<file path="config.mk">
export PLATFORM = sky130hd
export DESIGN_NAME = ysyx_22050612_ifu
export DESIGN_NICKNAME = d
export VERILOG_FILES = /design/src/rtl/ysyx_22050612_ifu.sv
export SDC_FILE = /design/constraint.sdc
export NUM_CORES = 1
export LEC_CHECK = 0
export CORE_MARGIN = 8
export CORE_UTILIZATION = 37
export CTS_BUF_LIST = sky130_fd_sc_hd__clkbuf_4 sky130_fd_sc_hd__clkbuf_8
export DETAILED_ROUTE_END_ITERATION = 8
export PLACE_DENSITY = 0.64
export SLEW_MARGIN = 5
export SYNTH_ARGS = -nofsm -noshare
export SYNTH_HDL_FRONTEND = slang
export SYNTH_SLANG_ARGS = --single-unit
</file>
<file path="constraint.sdc">
create_clock -name clk -period 4.7 [get_ports clk]
set_input_delay 0.47 -clock clk [delete_from_list [all_inputs] [get_ports clk]]
set_output_delay 0.47 -clock clk [all_outputs]
set_load 0.01 [all_outputs]
</file>
<file path="src/rtl/ysyx_22050612_ifu.sv">
// Instruction fetch unit: holds the PC, issues one fetch at a time to instruction
// memory and hands each instruction with its PC to decode; redirects squash stale fetches.
module ysyx_22050612_ifu #(
  parameter logic [63:0] RESET_PC = 64'h0000_0000_8000_0000
) (
  input  logic        clk,
  input  logic        rst_n,
  output logic        imem_req_valid,
  output logic [63:0] imem_req_addr,
  input  logic        imem_req_ready,
  input  logic        imem_rsp_valid,
  input  logic [31:0] imem_rsp_data,
  input  logic        redirect_valid,
  input  logic [63:0] redirect_pc,
  output logic        out_valid,
  input  logic        out_ready,
  output logic [31:0] out_inst,
  output logic [63:0] out_pc,
  output logic [63:0] fetch_count
);

  typedef enum logic [1:0] {S_IDLE, S_REQ, S_WAIT, S_HOLD} state_t;

  state_t      state_q, state_d;
  logic [63:0] pc_q, pc_d;
  logic        drop_q, drop_d;
  logic [31:0] out_inst_q, out_inst_d;
  logic [63:0] out_pc_q, out_pc_d;
  logic [63:0] fetch_count_q, fetch_count_d;

  logic [63:0] redirect_tgt;
  logic        unused_redirect_lsbs;

  assign redirect_tgt         = {redirect_pc[63:2], 2'b00};
  assign unused_redirect_lsbs = ^redirect_pc[1:0];

  // Handshake-visible outputs are pure decodes of registered state, so neither
  // out_ready nor redirect_valid can reach an output combinationally.
  assign imem_req_valid = (state_q == S_REQ);
  assign out_valid      = (state_q == S_HOLD);
  assign imem_req_addr  = pc_q;
  assign out_inst       = out_inst_q;
  assign out_pc         = out_pc_q;
  assign fetch_count    = fetch_count_q;

  always_comb begin
    // NOTE: every *_d gets a hold value first so no path through the case
    // statement leaves a signal unassigned, which would infer a latch.
    state_d       = state_q;
    pc_d          = pc_q;
    drop_d        = drop_q;
    out_inst_d    = out_inst_q;
    out_pc_d      = out_pc_q;
    fetch_count_d = fetch_count_q;

    unique case (state_q)
      S_IDLE: state_d = S_REQ;
      S_REQ: begin
        if (imem_req_ready) begin
          state_d = S_WAIT;
          drop_d  = redirect_valid;
        end
      end
      S_WAIT: begin
        if (imem_rsp_valid) begin
          drop_d = 1'b0;
          if (drop_q || redirect_valid) begin
            state_d = S_REQ;
          end else begin
            state_d    = S_HOLD;
            out_inst_d = imem_rsp_data;
            out_pc_d   = pc_q;
          end
        end else if (redirect_valid) begin
          drop_d = 1'b1;
        end
      end
      S_HOLD: begin
        if (out_ready) begin
          fetch_count_d = fetch_count_q + 64'd1;
          pc_d          = pc_q + 64'd4;
          state_d       = S_REQ;
        end
        if (redirect_valid) state_d = S_REQ;
      end
      default: state_d = S_IDLE;
    endcase

    // A redirect overrides whatever PC update the state logic chose.
    if (redirect_valid) pc_d = redirect_tgt;
  end

  // NOTE: sequential state uses non-blocking assignments so every flop samples
  // the pre-edge values, independent of statement order.
  always_ff @(posedge clk or negedge rst_n) begin
    if (!rst_n) begin
      state_q       <= S_IDLE;
      pc_q          <= RESET_PC;
      drop_q        <= 1'b0;
      out_inst_q    <= 32'd0;
      out_pc_q      <= RESET_PC;
      fetch_count_q <= 64'd0;
    end else begin
      state_q       <= state_d;
      pc_q          <= pc_d;
      drop_q        <= drop_d;
      out_inst_q    <= out_inst_d;
      out_pc_q      <= out_pc_d;
      fetch_count_q <= fetch_count_d;
    end
  end

endmodule

</file>
== Word level (Yosys, flattened, before mapping) ==
Cells that the tools add are included.

* Word-level logic and storage cells: 39
* Bits of input ports: 102
* Register bits: 227
* Output and inout bits: 226

* Reduce and logical (&&, ||, !) cells: 10
* Equality and inequality tests: 7
* Bitwise gates (word level): 1
* Add/subtract/negate cells: 2
* Muxes and demuxes: 13

{| class="wikitable"
|+ Operator list
! operator !! number
|-
| $mux 64 || 3
|-
| $add 64x1->64 const B || 1
|-
| $add 64x3->64 const B || 1
|-
| $mux 2 || 5
|-
| $reduce_and 3->1 || 3
|-
| $pmux 2 s4 || 1
|-
| $reduce_bool 2->1 || 3
|-
| $eq 2x2->1 const B || 2
|-
| $reduce_and 2->1 || 2
|-
| $mux 1 || 3
|-
| $ne 3x2->1 const B || 1
|-
| $ne 3x3->1 const B || 1
|-
| $eq 2x1->1 const B || 1
|-
| $logic_not 2->1 || 1
|-
| $ne 2x1->1 const B || 1
|-
| $ne 2x2->1 const B || 1
|-
| $pmux 1 s2 || 1
|-
| $logic_or 1x1->1 || 1
|-
| $not 1->1 || 1
|}

== Logic depth before layout (Yosys ltp) ==
* Depth in word-level cells: 4
* Mapped depth: 8
* Mapped depth without buffers: 7

== Worst setup path before layout ==
No wires, ideal clock.

* Kind: reg-to-reg
* Start: register state_q[0]
* End: register pc_q[59], in the netlist imem_req_addr[59]
* Arrival: 2.476 ns
* Setup time: 0.082 ns
* Setup slack: 2.142 ns
* Period minus slack after synthesis: 2.558 ns
* Data required time: 4.618 ns
* Path buffers: 2
* Stages on the path, launching flop included: 9
* Cells stage by stage: dfrtp_1 ha_1 nand3_1 or4_1 buf_2 or4_4 buf_6 or4_1 a31oi_1

* Cells in the longest elaborated chain, start to end: 3

{| class="wikitable"
|+ RTL lines
! what !! line !! RTL
|-
| start: declaration || 24 || <nowiki>state_t state_q, state_d;</nowiki>
|-
| start signal: assignment || 104 || <nowiki>state_q <= state_d;</nowiki>
|-
| $eq 2x2->1 || -- ||
|-
| net out_valid || 15 || <nowiki>output logic out_valid,</nowiki>
|-
| $reduce_bool 2->1 (no line) || -- ||
|-
| $reduce_and 2->1 (no line) || -- ||
|-
| end signal: assignment || 105 || <nowiki>pc_q <= pc_d;</nowiki>
|-
| end: declaration || 25 || <nowiki>logic [63:0] pc_q, pc_d;</nowiki>
|}

The timed path passes the listed nets, and every way through them passes these cells.
A chain may end at the register's enable or synchronous reset.

== Final worst setup path ==
* Start: register state_q[0]
* End: register pc_q[57], in the netlist imem_req_addr[57]

* Cells in the longest elaborated chain, start to end: 3

{| class="wikitable"
|+ RTL lines
! what !! line !! RTL
|-
| $eq 2x2->1 || 56 || <nowiki>unique case (state_q)</nowiki>
|-
| $reduce_bool 2->1 (no line) || -- ||
|-
| $reduce_and 2->1 (no line) || -- ||
|}

Every way passes these cells.

==> PnR_summary.wiki <==
{| class="wikitable"
! Metric !! Value
|-
| Arrival time at the worst endpoint || 3440 ps
|-
| Area of the placeable core || 27600 um2
|-
| Via density || 4.99
|-
| Portion of synthesized cell area occupied by the leading cell type || 53.9%
|-
| Portion of the clock cycle consumed by the worst path in the final layout || 63.5%
|-
| Total standard cell area after synthesis || 10300 um2
|-
| Largest family of logic cells by synthesized area || simple AND/OR/NAND/NOR gates
|-
| Element type at the critical path end || flip-flop
|-
| Row count || 61
|-
| Most used flip-flop cell after synthesis || dfrtp_1
|-
| Yosys warnings || 0
|-
| Number of placed I/O pins || 328
|-
| Peak supply drop || 0.358 mV
|-
| Total power || 6630 uW
|-
| Post-Synth Simple-Gate Area || 17.9%
|-
| Number of cells traversed by the worst register-to-register path || 6
|-
| Core utilization of the finished layout || 53.6%
|-
| Share of final-layout standard cells stronger than drive strength 1 || 14.8%
|-
| Proportion of synthesized chip area in sequential cells || 54.4%
|-
| Power density relative to cell area || 449 nW/um2
|-
| Area leader, netlist || dfrtp_1
|-
| Endpoints failing setup || 0
|-
| Detailed-route DRC error count || 0
|-
| Number of detailed-routing iterations run before antenna repair || 4
|-
| Filler cell count in the final layout || 2413
|-
| Die width || 183 um
|-
| Min-Delay Path Class || in2async
|-
| Multiplexer share of the synthesized area || 10.8%
|-
| Post-synth EDFFs || 0
|-
| Unique masters post-synth || 43
|-
| Count of routing violations after the opening detailed-route iteration || 571
|-
| Port Buf Inserts || 321
|-
| Commonest non-fill, non-tap cell in the layout || clkdlybuf4s50_1
|-
| Wirelength per Cell || 19.1 um
|-
| Number of global-route vias before repair || 8613
|-
| Antenna viol nets, final || 0
|-
| Cts-stage hold buffer count || 0
|-
| FF-to-FF setup slack || 1720 ps
|-
| Min cycle time layout || 2980 ps
|-
| Violated checks || hold timing
|-
| Cell leakage power || 0.00620 uW
|-
| Timing-limited maximum frequency || 335 MHz
|-
| Clk_lat worst skew || 550 ps
|-
| Crit path kind || reg2reg
|-
| Pin count of the biggest net entering global routing || 107
|-
| Most frequent cells in the layout || clkdlybuf4s50_1, dfrtp_1, mux2_2
|-
| Number of instances in the synthesized netlist || 930
|-
| Starting density of the core || 37.3%
|-
| Final count of hold timing violations || 5
|-
| Worst R2R Start || state_q[0]$_DFFE_PN0P_
|-
| Antenna violations before repair || 3
|-
| Slew Limit Fails || 0
|-
| Synthesis-stage register bit count || 223
|-
| Count of H-tree levels built during CTS || 2
|-
| Global-route wire length before repair || 50000 um
|-
| FF-to-FF End || imem_req_addr[57]$_DFFE_PN0P_
|-
| Maximum clock skew at final layout || 30.6 ps
|-
| Clock input transition at the sequential cells of the worst setup and hold paths || 60 ps
|-
| Final instance count without filler cells || 1671
|-
| Worst-Margin Slew || 844 ps
|-
| Setup TNS || 0 ps
|-
| Weighted congestion reported at the end of routability-driven placement || 0.809
|-
| CTS Root Cell || clkbuf_8
|-
| Share of synthesized registers carrying an async set or reset || 100%
|-
| Synthesized-area fraction occupied by adder cells || 0.731%
|-
| Overall fraction of global-route tracks in use || 18.8%
|-
| Buffer count from post-CTS setup fixing || 0
|-
| Placed Cells || 1592
|-
| Type of element launching the critical path || flip-flop
|-
| Post-Route WL || 31900 um
|-
| XOR/XNOR share of the synthesized area || 8.96%
|-
| Half-perimeter wire length after placement || 23400 um
|-
| Floorplan die height || 183 um
|-
| Total number of clock tree sinks || 223
|-
| Clock tree from TritonCTS || built
|-
| Max clock buf depth || 3
|-
| Post-Synthesis Mean Instance Area || 11.0 um2
|-
| Required @ worst endpoint || 5150 ps
|-
| Congestion Overflow GR || 0
|-
| RSZ-0062 raised after global routing || false
|-
| Resize count post-CTS || 0
|-
| Total of max-cap violations || 0
|-
| Dominant cells by area after synthesis || dfrtp_1, mux2_2, xnor2_1
|-
| Area fraction in compound gates after synthesis || 4.48%
|-
| Total Nets Final || 1367
|-
| Die outline area || 33300 um2
|-
| Routed via count || 8330
|-
| Worst-case headroom to the max-slew limit || 43.7%
|-
| Outcome || finished with violations
|-
| TritonCTS Buffers || 43
|-
| Synthesis-to-finish area growth || 43.8%
|-
| Smallest hold slack || -9.17 ps
|-
| Highest fanout seen on the critical path || 15
|}
sequential cells by signal, indices dropped and copies added, names as in the netlist:
name and count:
drop_q 1, out_inst 32, imem_req_addr 62, out_pc 62
fetch_count 64, state_q 2
area by class of cell:
class | count | area, um2 | share of cell area (%)
inverter | 21 | 78.8 | 0.534
sequential | 223 | 5580 | 37.8
timing repair buffer | 326 | 3260 | 22.1
multi-input combinational | 644 | 4430 | 30.0
clock buffer | 74 | 887 | 6.01
tap | 378 | 473 | 3.20
antenna | 2 | 5.00 | 0.0339
clock inverter | 3 | 46.3 | 0.314
worst max path at each step:
stage | from | end | slack, ps | cells after the start
6_report | state_q[0]$_DFFE_PN0P_ | imem_req_addr[57]$_DFFE_PN0P_ | 1720 | 6
5_1_grt | state_q[0]$_DFFE_PN0P_ | imem_req_addr[57]$_DFFE_PN0P_ | 1540 | 6
4_1_cts | imem_req_addr[15]$_DFFE_PN0P_ | imem_req_addr[50]$_DFFE_PN0P_ | 1710 | 5
3_5_place_dp | out_ready | imem_req_addr[57]$_DFFE_PN0P_ | 1350 | 6
3_3_place_gp | out_ready | imem_req_addr[57]$_DFFE_PN0P_ | 1390 | 6
2_1_floorplan | state_q[0]$_DFFE_PN0P_ | imem_req_addr[59]$_DFFE_PN0P_ | 2140 | 8
worst max-delay path, stage by stage, from the launching register on:
cell	delay, ps
dfrtp_1	400
ha_1	380
nand3_1	100
or4_1	700
or4_4	700
or4_1	420
a31oi_1	170
metal layers:
metal  global-route usage, %  share of wire (%)  vias up  routed length [um]
met1                    21.8                 40     4019               12800
met4                    5.02                1.8        4                 561
met3                    8.79                 11       46                3500
met2                    30.9                 47      288               14900
met5                       0              0.072        -                  23
li1                        -                  -     3973                   -
logic make-up (layout without fill, tap and decap cells):
logic type,after synthesis,after routing
muxes,99,99
AOI/OAI and AO/OA,82,82
other,1,6
DFF,223,223
buffers and inverters,66,424
adders and majority gates,6,6
and+or+nand+nor,348,348
xor gates and xnor gates,105,105
power by group:
part | switching [uW] | internal (uW) | total [uW]
registers | 302 | 2360 | 2670
clock network | 816 | 1230 | 2050
logic | 750 | 1160 | 1910
through the flow:
| step | setup WS, ps | cell area [um2] |
|---|---|---|
| after detailed placement | 1350 | 13800 |
| after global placement | 1390 | 13800 |
| after CTS | 1710 | 14800 |
| final | 1720 | 14800 |
| after global routing | 1540 | 14800 |
| after floorplan | 2140 | 10300 |
cells in the mapped netlist, types with 5 or more instances:
| cell | instances |
|---|---|
| dfrtp_1 | 221 |
| mux2_2 | 97 |
| nand2_1 | 93 |
| xnor2_1 | 68 |
| o21ai_0 | 52 |
| nor2_1 | 46 |
| nand3_1 | 44 |
| xor2_1 | 37 |
| nand4_1 | 35 |
| clkbuf_1 | 34 |
| nor4_1 | 25 |
| and3_1 | 22 |
| inv_1 | 20 |
| nor3_1 | 20 |
| and4_1 | 19 |
| a31oi_1 | 16 |
| or3_1 | 12 |
| and2_1 | 10 |
| or4_1 | 9 |
| ha_1 | 6 |
| buf_1 | 5 |
Power figures use the tool's default switching activity.
